<file path="src/rtl/spi_host_loader.sv">
// SPI mode-0 host: frames a valid/ready word stream into CS-low transactions on CS/SCLK/MOSI.
// Define SPI_HOST_RX_EN to capture MISO into rx_data_o/rx_valid_o; otherwise both are tied to 0.
module spi_host_loader #(
    parameter int DATA_W  = 8,
    parameter int CLK_DIV = 4,
    parameter int CS_GAP  = 2
) (
    input  logic              clk_i,
    input  logic              rst_i,
    input  logic              tx_valid_i,
    output logic              tx_ready_o,
    input  logic [DATA_W-1:0] tx_data_i,
    input  logic              tx_last_i,
    output logic              rx_valid_o,
    output logic [DATA_W-1:0] rx_data_o,
    output logic              busy_o,
    output logic              spi_cs_o,
    output logic              spi_sclk_o,
    output logic              spi_mosi_o,
    input  logic              spi_miso_i
);

    localparam int CW = $clog2(CLK_DIV + 1);
    localparam int HW = $clog2(2 * DATA_W);
    localparam int GW = $clog2(CS_GAP + 1);
    localparam logic [CW-1:0] DIV_LAST  = CW'(CLK_DIV - 1);
    localparam logic [HW-1:0] HALF_LAST = HW'(2 * DATA_W - 1);
    localparam logic [GW-1:0] GAP_LAST  = GW'(CS_GAP - 1);

    localparam logic [2:0] S_IDLE  = 3'd0;
    localparam logic [2:0] S_SETUP = 3'd1;
    localparam logic [2:0] S_SHIFT = 3'd2;
    localparam logic [2:0] S_NEXT  = 3'd3;
    localparam logic [2:0] S_HOLD  = 3'd4;
    localparam logic [2:0] S_GAP   = 3'd5;

    logic [2:0]        state_q, state_d;
    logic [CW-1:0]     div_q, div_d;
    logic [HW-1:0]     half_q, half_d;
    logic [GW-1:0]     gap_q, gap_d;
    // MSB goes straight to MOSI on load, so only the remaining bits are kept.
    logic [DATA_W-2:0] tx_shift_q, tx_shift_d;
    logic              last_q, last_d;
    logic              cs_q, cs_d;
    logic              sclk_q, sclk_d;
    logic              mosi_q, mosi_d;
    logic              sample_rise;
    logic              word_done;
    logic              accept;

    assign tx_ready_o = !rst_i && ((state_q == S_IDLE) || (state_q == S_NEXT));
    assign accept     = tx_valid_i && tx_ready_o;
    assign busy_o     = (state_q != S_IDLE);
    assign spi_cs_o   = cs_q;
    assign spi_sclk_o = sclk_q;
    assign spi_mosi_o = mosi_q;

    always_comb begin
        state_d     = state_q;
        div_d       = div_q;
        half_d      = half_q;
        gap_d       = gap_q;
        tx_shift_d  = tx_shift_q;
        last_d      = last_q;
        cs_d        = cs_q;
        sclk_d      = sclk_q;
        mosi_d      = mosi_q;
        sample_rise = 1'b0;
        word_done   = 1'b0;
        case (state_q)
            S_IDLE, S_NEXT: begin
                if (accept) begin
                    tx_shift_d = tx_data_i[DATA_W-2:0];
                    mosi_d     = tx_data_i[DATA_W-1];
                    last_d     = tx_last_i;
                    cs_d       = 1'b0;
                    div_d      = '0;
                    state_d    = S_SETUP;
                end
            end
            S_SETUP: begin
                if (div_q == DIV_LAST) begin
                    div_d       = '0;
                    half_d      = '0;
                    sclk_d      = 1'b1;
                    sample_rise = 1'b1;
                    state_d     = S_SHIFT;
                end else begin
                    div_d = div_q + 1'b1;
                end
            end
            S_SHIFT: begin
                if (div_q == DIV_LAST) begin
                    div_d = '0;
                    if (half_q == HALF_LAST) begin
                        word_done = 1'b1;
                        state_d   = last_q ? S_HOLD : S_NEXT;
                    end else begin
                        half_d = half_q + 1'b1;
                        sclk_d = !sclk_q;
                        if (sclk_q) begin
                            mosi_d     = tx_shift_q[DATA_W-2];
                            tx_shift_d = tx_shift_q << 1;
                        end else begin
                            sample_rise = 1'b1;
                        end
                    end
                end else begin
                    div_d = div_q + 1'b1;
                end
            end
            S_HOLD: begin
                if (div_q == DIV_LAST) begin
                    div_d   = '0;
                    gap_d   = '0;
                    cs_d    = 1'b1;
                    state_d = S_GAP;
                end else begin
                    div_d = div_q + 1'b1;
                end
            end
            S_GAP: begin
                if (gap_q == GAP_LAST) begin
                    state_d = S_IDLE;
                end else begin
                    gap_d = gap_q + 1'b1;
                end
            end
            default: begin
                state_d = S_IDLE;
                cs_d    = 1'b1;
                sclk_d  = 1'b0;
            end
        endcase
    end

    always_ff @(posedge clk_i) begin
        if (rst_i) begin
            state_q    <= S_IDLE;
            div_q      <= '0;
            half_q     <= '0;
            gap_q      <= '0;
            tx_shift_q <= '0;
            last_q     <= 1'b0;
            cs_q       <= 1'b1;
            sclk_q     <= 1'b0;
            mosi_q     <= 1'b0;
        end else begin
            state_q    <= state_d;
            div_q      <= div_d;
            half_q     <= half_d;
            gap_q      <= gap_d;
            tx_shift_q <= tx_shift_d;
            last_q     <= last_d;
            cs_q       <= cs_d;
            sclk_q     <= sclk_d;
            mosi_q     <= mosi_d;
        end
    end

`ifdef SPI_HOST_RX_EN
    logic [DATA_W-1:0] rx_shift_q;
    logic [DATA_W-1:0] rx_data_q;
    logic              rx_valid_q;

    // MISO is sampled on the same clk edge that raises SCLK.
    always_ff @(posedge clk_i) begin
        if (rst_i) begin
            rx_shift_q <= '0;
            rx_data_q  <= '0;
            rx_valid_q <= 1'b0;
        end else begin
            rx_valid_q <= word_done;
            if (sample_rise) begin
                rx_shift_q <= {rx_shift_q[DATA_W-2:0], spi_miso_i};
            end
            if (word_done) begin
                rx_data_q <= rx_shift_q;
            end
        end
    end

    assign rx_valid_o = rx_valid_q;
    assign rx_data_o  = rx_data_q;
`else
    logic unused_rx;
    assign unused_rx  = sample_rise ^ word_done ^ spi_miso_i;
    assign rx_valid_o = 1'b0;
    assign rx_data_o  = '0;
`endif

endmodule

</file>
<file path="config.mk">
export PLATFORM = sky130hd
export DESIGN_NAME = spi_host_loader
export DESIGN_NICKNAME = d
export VERILOG_FILES = /design/src/rtl/spi_host_loader.sv
export SDC_FILE = /design/constraint.sdc
export NUM_CORES = 1
export LEC_CHECK = 0
export CAP_MARGIN = 20
export CORE_MARGIN = 8
export CORE_UTILIZATION = 51
export CTS_BUF_LIST = sky130_fd_sc_hd__clkbuf_16
export DETAILED_ROUTE_END_ITERATION = 8
export PLACE_DENSITY = 0.79
export SYNTH_ARGS = -nofsm -noshare
export SYNTH_HDL_FRONTEND = slang
export SYNTH_SLANG_ARGS = --single-unit
</file>
<file path="constraint.sdc">
create_clock -name clk_i -period 2.15 [get_ports clk_i]
set_input_delay 0.3225 -clock clk_i [delete_from_list [all_inputs] [get_ports clk_i]]
set_output_delay 0.3225 -clock clk_i [all_outputs]
set_load 0.05 [all_outputs]
</file>
# Yosys cells after proc, flatten, opt, wreduce, memory -nomap -nowiden
# Index checks and enable logic that the tools add are counted.
# totals
ff_bits	23
input_bits	13
out_inout_bits	14
word_cells	88
# op_classes
n_addsub	3
eq_ne	17
mux	34
bitwise	2
reduce_logical	23
# op_table
op	count
7-bit two-way mux	4
3-bit two-way mux	9
2-bit inequality test, second input constant	9
3-bit case mux with 5 select lines	1
7-bit case mux with 2 select lines	1
4-bit two-way mux	3
3-bit by 2-bit == test with 1-bit output, second input constant	3
1-bit two-way mux	8
4-bit case mux with 2 select lines	1
4-bit AND reduction	2
2-bit nonzero test	4
3-bit == test, second input constant	2
1-bit case mux with 3 select lines	2
3-bit case mux with 2 select lines	1
3-bit AND reduction	2
6-bit AND reduction	1
3-bit OR reduction	2
5-bit AND reduction	1
4-bit by 1-bit adder with 4-bit output, second input constant	1
4-bit == test, second input constant	1
2-bit two-way mux	2
2-bit case mux with 2 select lines	1
2-bit AND reduction	2
4-bit OR reduction	1
other kinds (12)	15

# Depth between registers and ports, before layout
# depth
depth_word	6
ltp_mapped	6
ltp_nobuf	6

# Worst setup path after synthesis
# No wires, ideal clock.
# synth_timing
path_kind	register -> output
start	register state_q[0]
end	output tx_ready_o
arrival_time_ns	1.404
required_time_ns	1.827
path_slack_ns	0.423
path_stages_with_launch	5
path_buffers	1
cell_sequence	dfxtp_1 buf_2 xnor2_1 nand2_1 nor2_1
# synth_between
elab_chain_len	3
word_cells_on_any_way	4
# synth_lines
element	line	source
start, declared	37	logic [2:0] state_q, state_d;
start signal, assigned	149	state_q <= state_d;
3-bit by 2-bit == test with 1-bit output or 3-bit zero test (tied branches)	51	assign tx_ready_o = !rst_i && ((state_q == S_IDLE) || (state_q == S_NEXT));
1-bit logical OR *	51	
1-bit logical AND *	51	
end, declared	11	output logic tx_ready_o,
# Mark *: on every way between the ends. The rest lies on a longest branch, timed or not.

# Worst setup path after layout
# Ends and elaborated chain as after synthesis.

==> impl_metrics.ini <==
[timing]
fin_setup_tns_ns = 0
max_freq_ghz = 0.505
slew_headroom_pct = 66.3
fin_crit_sh_pct = 92.0
worstMarginPinSlew_ns = 0.500
period_needed_ns = 1.98
rsz0062_at_grt = false
slew_violations = 0
setup_violations = 0
final-hold-violation-count = 0
finClkSkew_ns = 0.00291

[synthesis]
ys_seq_elements = 23
yosys_warnings = 0
syn_area_sq_mm = 0.00139
synth_ff_type = dfxtp_1
avgSynthCellArea_sq_um = 8.18
async_reset_ff_share_pct = 0
synth-edff-count = 0
seq_area_frac_synth_pct = 33.1
synth_cell_types = 43
syn_inst = 170

[power]
p_total_w = 0.00106
power_density_mw_per_mm2 = 632
seqPwrFrac_pct = 43.8
clkPwrFrac_pct = 37.6
sw_frac_of_total_pct = 27.3
intPower_w = 0.000770
p_leak_nw = 0.666
peakVddDrop_mv = 0.450
switchingPower_w = 0.000289
p_comb_share_pct = 18.6

[layout]
n_antenna_cell = 0
finalInstanceArea_sq_mm = 0.00168
layoutNonFillerInstCount = 220
final_nets = 206
area_growth_pct = 20.5
drive_gt1_share_pct = 10.1
fin_util_pct = 63.0

[grt]
antenna_found_initial = 0
track_usage_pct = 15.7
grt_pass1_vias = 1277
grt_pass1_wl_microns = 5710
grt.overflow.total = 0
grt_max_degree = 16

[cts]
cts_buffer_depth = 2
clockRootBuffer = clkbuf_16
clk_latency_ns = 0.25
cts.sinks = 23
cts_inserted_buffers = 3
post-cts-setup-buffers = 0
ctsHoldBuffers = 0
cts_tree = done
h-tree-depth = 1
postCtsResizedCells = 0
path_clk_slew_ns = 0.06

[routing]
drtPass1Iterations = 4
drtIter0Drc = 59
via_count = 1311
drt-wirelength-per-cell_microns = 15.6
wirelength_microns = 3440
vias_per_cell = 5.96
drc = 0
antenna_left = 0

[die]
core_sq_mm = 0.00266
start_util_pct = 52.3
dieArea_sq_mm = 0.00466
io_pins = 27
die_h_microns = 68.2
fp.dieW_microns = 68.2
fp-row-count = 19

[worst_setup_path]
worstPathCellList = xnor2_1 > nand2_1 > nor2_1 > buf_12
crit_path_top_delay_cell = dfxtp_1
arrival_ns = 1.66
required_ns = 1.83
path_buf_inv = 1
cpPeakStageDelay_ns = 0.63
cp-end-kind = output port
critPathMaxFanout = 13
crit_type = reg -> out
cp_top_family = flip-flops
crit_path_start_kind = register

[status]
status = complete, no violations

[placed_design]
port_buffers = 16
dp_hpwl_microns = 2470
placed_area_sq_mm = 0.00160
place_inst = 216
globalplace.congestion = 0.953

[worst_hold_path]
hold_class = reg -> reg

[run]
maxCapViolations = 0
per-stage QoR:
step | hold WS [ns] | setup WS, ns
final | 0.465 | 0.171
after floorplan | 0.448 | 0.423
after detailed placement | 0.460 | 0.263
after global routing | 0.496 | 0.0244
after CTS | 0.470 | 0.197
after global placement | 0.437 | 0.375
kinds of logic after synthesis:
group,after synthesis,synth area share (%)
compound gates,48,23.9
flops,23,33.1
buf+inv,30,10.8
mux,5,3.78
fa+ha+maj,3,2.70
xor+xnor,2,1.26
simple gates,58,24.2
other cells,1,0.270
power by group through the flow:
stage	Clock, W	Combinational, W	Sequential, W
2_1_floorplan	0	0.000128	0.000485
3_3_place_gp	0	0.000191	0.000471
3_5_place_dp	0	0.000195	0.000472
4_1_cts	0.000400	0.000196	0.000464
5_1_grt	0.000422	0.000211	0.000467
6_report	0.000399	0.000197	0.000464
registers in the layout, indices dropped and copies added, names as in the netlist:
name        count
state_q         3
tx_shift_q      7
spi_mosi_o      1
div_q           3
half_q          4
last_q          1
spi_sclk_o      1
gap_q           2
spi_cs_o        1
cells in the final DEF, fill, tap and decap left out, drive strengths merged, types with 6 or more instances in the layout:
cell and instances:
o21ai 12, nor2 6, and2 7, dfxtp 23
buf 13, nor2b 9, nand2 8, inv 11
conb 9, a311oi 7, clkdlybuf4s50 14, nand3 7
a221oi 7, a21oi 11
final timing paths:
check	start	slack [ns]	depth (start not counted)	end
setup / recovery	state_q[0]$_SDFFE_PP0P_	0.17	4	tx_ready_o
hold / removal	spi_cs_o$_SDFFE_PP1P_	0.46	1	spi_cs_o$_SDFFE_PP1P_
setup reg to reg	state_q[1]$_SDFFE_PP0P_	0.24	3	half_q[3]$_SDFFE_PP0P_
hold reg to reg	spi_cs_o$_SDFFE_PP1P_	0.46	1	spi_cs_o$_SDFFE_PP1P_
cells in the mapped netlist, types with 2 or more instances:
cell type | instances | area [sq um]
nand3b_1 | 2 | 15.0
o21ai_0 | 12 | 60.1
and2_1 | 2 | 12.5
a21oi_1 | 11 | 55.1
dfxtp_1 | 23 | 460
a21o_1 | 2 | 15.0
nand4_1 | 3 | 18.8
nor2_1 | 6 | 22.5
a311oi_1 | 7 | 61.3
or4_1 | 3 | 22.5
buf_1 | 2 | 7.51
nand2b_1 | 4 | 25.0
inv_1 | 10 | 37.5
nor3b_1 | 2 | 15.0
nor3_1 | 2 | 10.0
and2_0 | 5 | 31.3
a221oi_1 | 7 | 61.3
mux2i_1 | 3 | 30.0
buf_2 | 3 | 15.0
nand3_1 | 7 | 35.0
nand2_1 | 8 | 30.0
mux2_2 | 2 | 22.5
clkbuf_1 | 6 | 22.5
nor2b_1 | 9 | 56.3
ha_1 | 3 | 37.5
buf_4 | 9 | 67.6
cell type report:
type | count | area, sq um
inverters | 10 | 37.5
clock inverters | 1 | 3.75
well taps | 31 | 38.8
multi-input cells | 125 | 811
flip-flops and latches | 23 | 460
clock buffers | 3 | 75.1
fillers | 234 | 986
repair buffers | 27 | 250
routing by layer:
layer / up-vias / GRT usage, % / routed length, microns
li1: 643 / - / -
met3: 2 / 4.09 / 198
met4: 0 / 3.07 / 15
met1: 611 / 17.3 / 1450
met5: - / 0 / 0
met2: 55 / 29.4 / 1780
Note: power is estimated with default switching activity, not from simulation.
==> RTL change 1: new RTL, same flow settings <==
`tx_shift_q` no longer has a reset.
--- a/src/rtl/spi_host_loader.sv
+++ b/src/rtl/spi_host_loader.sv
@@ -142,3 +142,2 @@
             gap_q      <= '0;
-            tx_shift_q <= '0;
             last_q     <= 1'b0;
@@ -152,3 +151,2 @@
             gap_q      <= gap_d;
-            tx_shift_q <= tx_shift_d;
             last_q     <= last_d;
@@ -158,2 +156,6 @@
         end
+    end
+
+    always_ff @(posedge clk_i) begin
+        tx_shift_q <= tx_shift_d;
     end
Function: same outputs for any inputs over 10 cycles, from zero or initial values and one cycle with rst_i high; that may be too few to reach the edited logic, so the function may still have changed.
==> RTL change 1 against the original RTL <==
Sequential cell count unchanged. Final area is 1.8% lower. Count of clock-buffer cells in the layout did not move. Area after synthesis is 1.2% higher. Clock skew shrank 0.00084 ns. Total power up 12%. Routed wire length shrank 10%. Non-clock buffer count is 4 lower. Worst setup slack worse by 0.044 ns. Largest power group unchanged.
==> RTL change 1: results (changes against the original RTL) <==
Status
  – Outcome: completed (unchanged)

Logic synthesis
  – Cell variety after synth: 55 (was 43)
  – Compound-Gate Fraction of Synth Area: 0.218 (was 0.239)
  – Avg Cell Area, Syn: 9.77 um2 (was 8.18 um2)
  – Seq/Total Area, Yosys: 0.377 (was 0.331)
  – Adder-cell share of the synthesized area: 0.0267 (was 0.0270)
  – Post-Synth XOR/XNOR Area: 0.0178 (was 0.0126)
  – EDFF count, synth: 7 (was 0)
  – Largest cells by area after synthesis: dfxtp_1 23%, edfxtp_1 15%, buf_4 6.4% (was dfxtp_1 33%, buf_4 4.9%, a221oi_1 4.4%)
  – Multiplexer share of the synthesized area: 0.0622 (was 0.0378)

Global routing
  – Met1 usage: 0.166 (was 0.173)
  – Global routing usage on met2: 0.233 (was 0.294)
  – Met3 Use GR: 0.0275 (was 0.0409)
  – Total GRT Usage: 0.141 (was 0.157)

Placed design
  – Routability cong.: 0.904 (was 0.953)
  – Final HPWL DP: 2.30 mm (was 2.47 mm)
  – Placed cell areas: 1570 um2 (was 1600 um2)

Routing
  – Iteration-0 DRC Markers: 64 (was 59)
  – Average routed wire per standard cell: 16.1 um (was 15.6 um)
  – Avg Vias per Cell: 5.95 (was 5.96)

Power and ir drop
  – Pleak: 0.617 nW (was 0.666 nW)

Worst setup path
  – CP Max Fanout: 14 (was 13)

Timing
  – Worst Skew: 0.00207 ns (was 0.00291 ns)
  – Max-Slew Margin vs Limit: 0.636 (was 0.663)

Finish
  – Layout Nets: 178 (was 206)
RTL change 1: how the worst min path moves through the flow:
stage,startpoint,cells after the start,to,slack (ns)
after floorplan,gap_q[1],2,gap_q[1],0.43
after global placement,spi_cs_o,1,spi_cs_o,0.44
after detailed placement,spi_cs_o,1,spi_cs_o,0.44
after CTS,spi_cs_o,1,spi_cs_o,0.47
after global routing,spi_cs_o,1,spi_cs_o,0.48
final,spi_cs_o,1,spi_cs_o,0.46
RTL change 1: kinds of logic after synthesis:
group                      count (synthesis)
and+or+nand+nor                           43
DFF                                       23
muxes                                      8
xor gates and xnor gates                   2
other                                      1
buffers and inverters                     22
AOI/OAI and AO/OA                         42
adders and majority gates                  3
RTL change 1: critical path, stage by stage, from the launching register on:
cell and delay [ns]:
dfxtp_1 0.66, xor2_2 0.22, nor3_1 0.37, buf_12 0.19
RTL change 1: per-layer routing:
| metal | up-vias | share of wire |
|---|---|---|
| met5 | - | 0 |
| met4 | 0 | 0.036 |
| met3 | 11 | 0.063 |
| met2 | 36 | 0.49 |
| met1 | 547 | 0.41 |
| li1 | 548 | - |
RTL change 1: report_power, final:
part           leakage [nW]  total [mW]  switching (mW)  internal (mW)
combinational         0.380       0.287           0.170          0.117
sequential            0.195       0.505          0.0312          0.474
clock                0.0423       0.398           0.149          0.248
RTL change 1: cell type report:
| class | count | area (um2) |
|---|---|---|
| clock buffers | 3 | 75.1 |
| clock inverters | 1 | 3.75 |
| fillers | 238 | 1040 |
| inverters | 4 | 15.0 |
| multi-input cells | 107 | 763 |
| flip-flops and latches | 23 | 531 |
| well taps | 31 | 38.8 |
| repair buffers | 23 | 220 |
==> RTL change 2: new RTL, same flow settings <==
Made on the original files. Build with the macro `SPI_HOST_RX_EN` defined.
--- a/src/rtl/spi_host_loader.sv
+++ b/src/rtl/spi_host_loader.sv
@@ -2,2 +2,4 @@
 // Define SPI_HOST_RX_EN to capture MISO into rx_data_o/rx_valid_o; otherwise both are tied to 0.
+`define SPI_HOST_RX_EN
+
 module spi_host_loader #(
Behaviour: same outputs for any inputs over 10 cycles, from zero or initial values and one cycle with rst_i high; that may be too few to reach the edited logic, so the function may still have changed.
==> RTL change 2 against the original RTL <==
Worst setup slack gained 0.037 ns. Total power grew 84%. Routed wire length increased by 15%. Largest cell class unchanged. Via count is 20% higher. Sequential cell count is 17 higher. Final area rose by 44%. Area after synthesis is 39% higher. Critical path depth up 1. Critical endpoint is now state_q[0].
==> RTL change 2: results (changes against the original RTL) <==
Routing
  – Average routed wire per standard cell: 14.0 um (was 15.6 um)
  – Metal-1 WL: 1.86 mm (was 1.45 mm)
  – Total Routed Length: 3.96 mm (was 3.44 mm)
  – Iteration-0 DRC Markers: 110 (was 59)
  – Avg Vias per Cell: 5.55 (was 5.96)

Logic synthesis
  – Compound-Gate Fraction of Synth Area: 0.116 (was 0.239)
  – Largest cells by area after synthesis: dfxtp_1 41%, mux2i_1 14%, nor2_1 7.0% (was dfxtp_1 33%, buf_4 4.9%, a221oi_1 4.4%)
  – Multiplexer share of the synthesized area: 0.186 (was 0.0378)
  – Seq/Total Area, Yosys: 0.414 (was 0.331)
  – Cell variety after synth: 47 (was 43)
  – Adder-cell share of the synthesized area: 0.0252 (was 0.0270)
  – Avg Cell Area, Syn: 9.44 um2 (was 8.18 um2)
  – Post-Synth XOR/XNOR Area: 0.00906 (was 0.0126)

Worst setup path
  – CP Max Fanout: 10 (was 13)
  – Reg2reg setup slack: 0.21 ns (was 0.24 ns)
  – Crit path arrival time: 2.13 ns (was 1.66 ns)
  – CP endpoint kind: flop (was primary output)
  – Reg2reg start: state_q[2] (was state_q[1])
  – Crit path to: state_q[0] (was tx_ready_o)
  – CP top delay family: compound AO/OA/AOI/OAI gates (was flip-flops)
  – Critical Path Source: state_q[2] (was state_q[0])
  – Worst r2r path cells: 5 (was 3)
  – Largest stage delay on the critical path: 0.49 ns (was 0.63 ns)

Clocking
  – TritonCTS Buffers: 5 (was 3)
  – Clk_lat worst skew: 0.28 ns (was 0.25 ns)
  – CTS H-tree depth: 2 (was 1)

Timing
  – Worst Skew: 0.00434 ns (was 0.00291 ns)
  – Max Fclk: 515 MHz (was 505 MHz)
  – Max-Slew Margin vs Limit: 0.659 (was 0.663)

Global routing
  – Total GRT Usage: 0.134 (was 0.157)
  – Largest net degree at the start of global routing: 42 (was 16)
  – Global routing usage on met2: 0.218 (was 0.294)
  – Met1 usage: 0.159 (was 0.173)
  – Met3 Use GR: 0.0392 (was 0.0409)
  – Vias in the first global route: 1,572 (was 1,277)
  – Global-route wire length before repair: 6.78 mm (was 5.71 mm)

Placed design
  – Routability cong.: 0.808 (was 0.953)
  – Final HPWL DP: 2.80 mm (was 2.47 mm)
  – Post-Place Cells: 275 (was 216)
  – PortBufs: 26 (was 16)

Power and ir drop
  – Max VDD drop: 0.453 mV (was 0.450 mV)
  – Pleak: 0.995 nW (was 0.666 nW)

Finish
  – Layout cells sized above 1: 0.136 (was 0.101)
  – Layout Nets: 250 (was 206)

Status
  – Outcome: completed (unchanged)
RTL change 2: report_power, final:
part,internal (mW),leakage [nW],switching (mW),total [mW]
sequential,0.781,0.324,0.0312,0.812
clock,0.425,0.0635,0.286,0.711
combinational,0.177,0.607,0.249,0.426
RTL change 2: area by class of cell:
class,instances,area (um2)
Sequential cell,40,801
Fill cell,306,1250
Clock inverter,3,18.8
Clock buffer,5,125
Timing Repair Buffer,37,350
Multi-Input combinational cell,147,1040
Tap cell,48,60.1
Inverter,3,11.3
RTL change 2: per-stage QoR:
| stage | hold WS (ns) | instance area (um2) |
|---|---|---|
| finish | 0.487 | 2410 |
| CTS | 0.489 | 2410 |
| floorplan | 0.456 | 1930 |
| global route | 0.511 | 2410 |
| global placement | 0.472 | 2270 |
| detailed placement | 0.476 | 2270 |
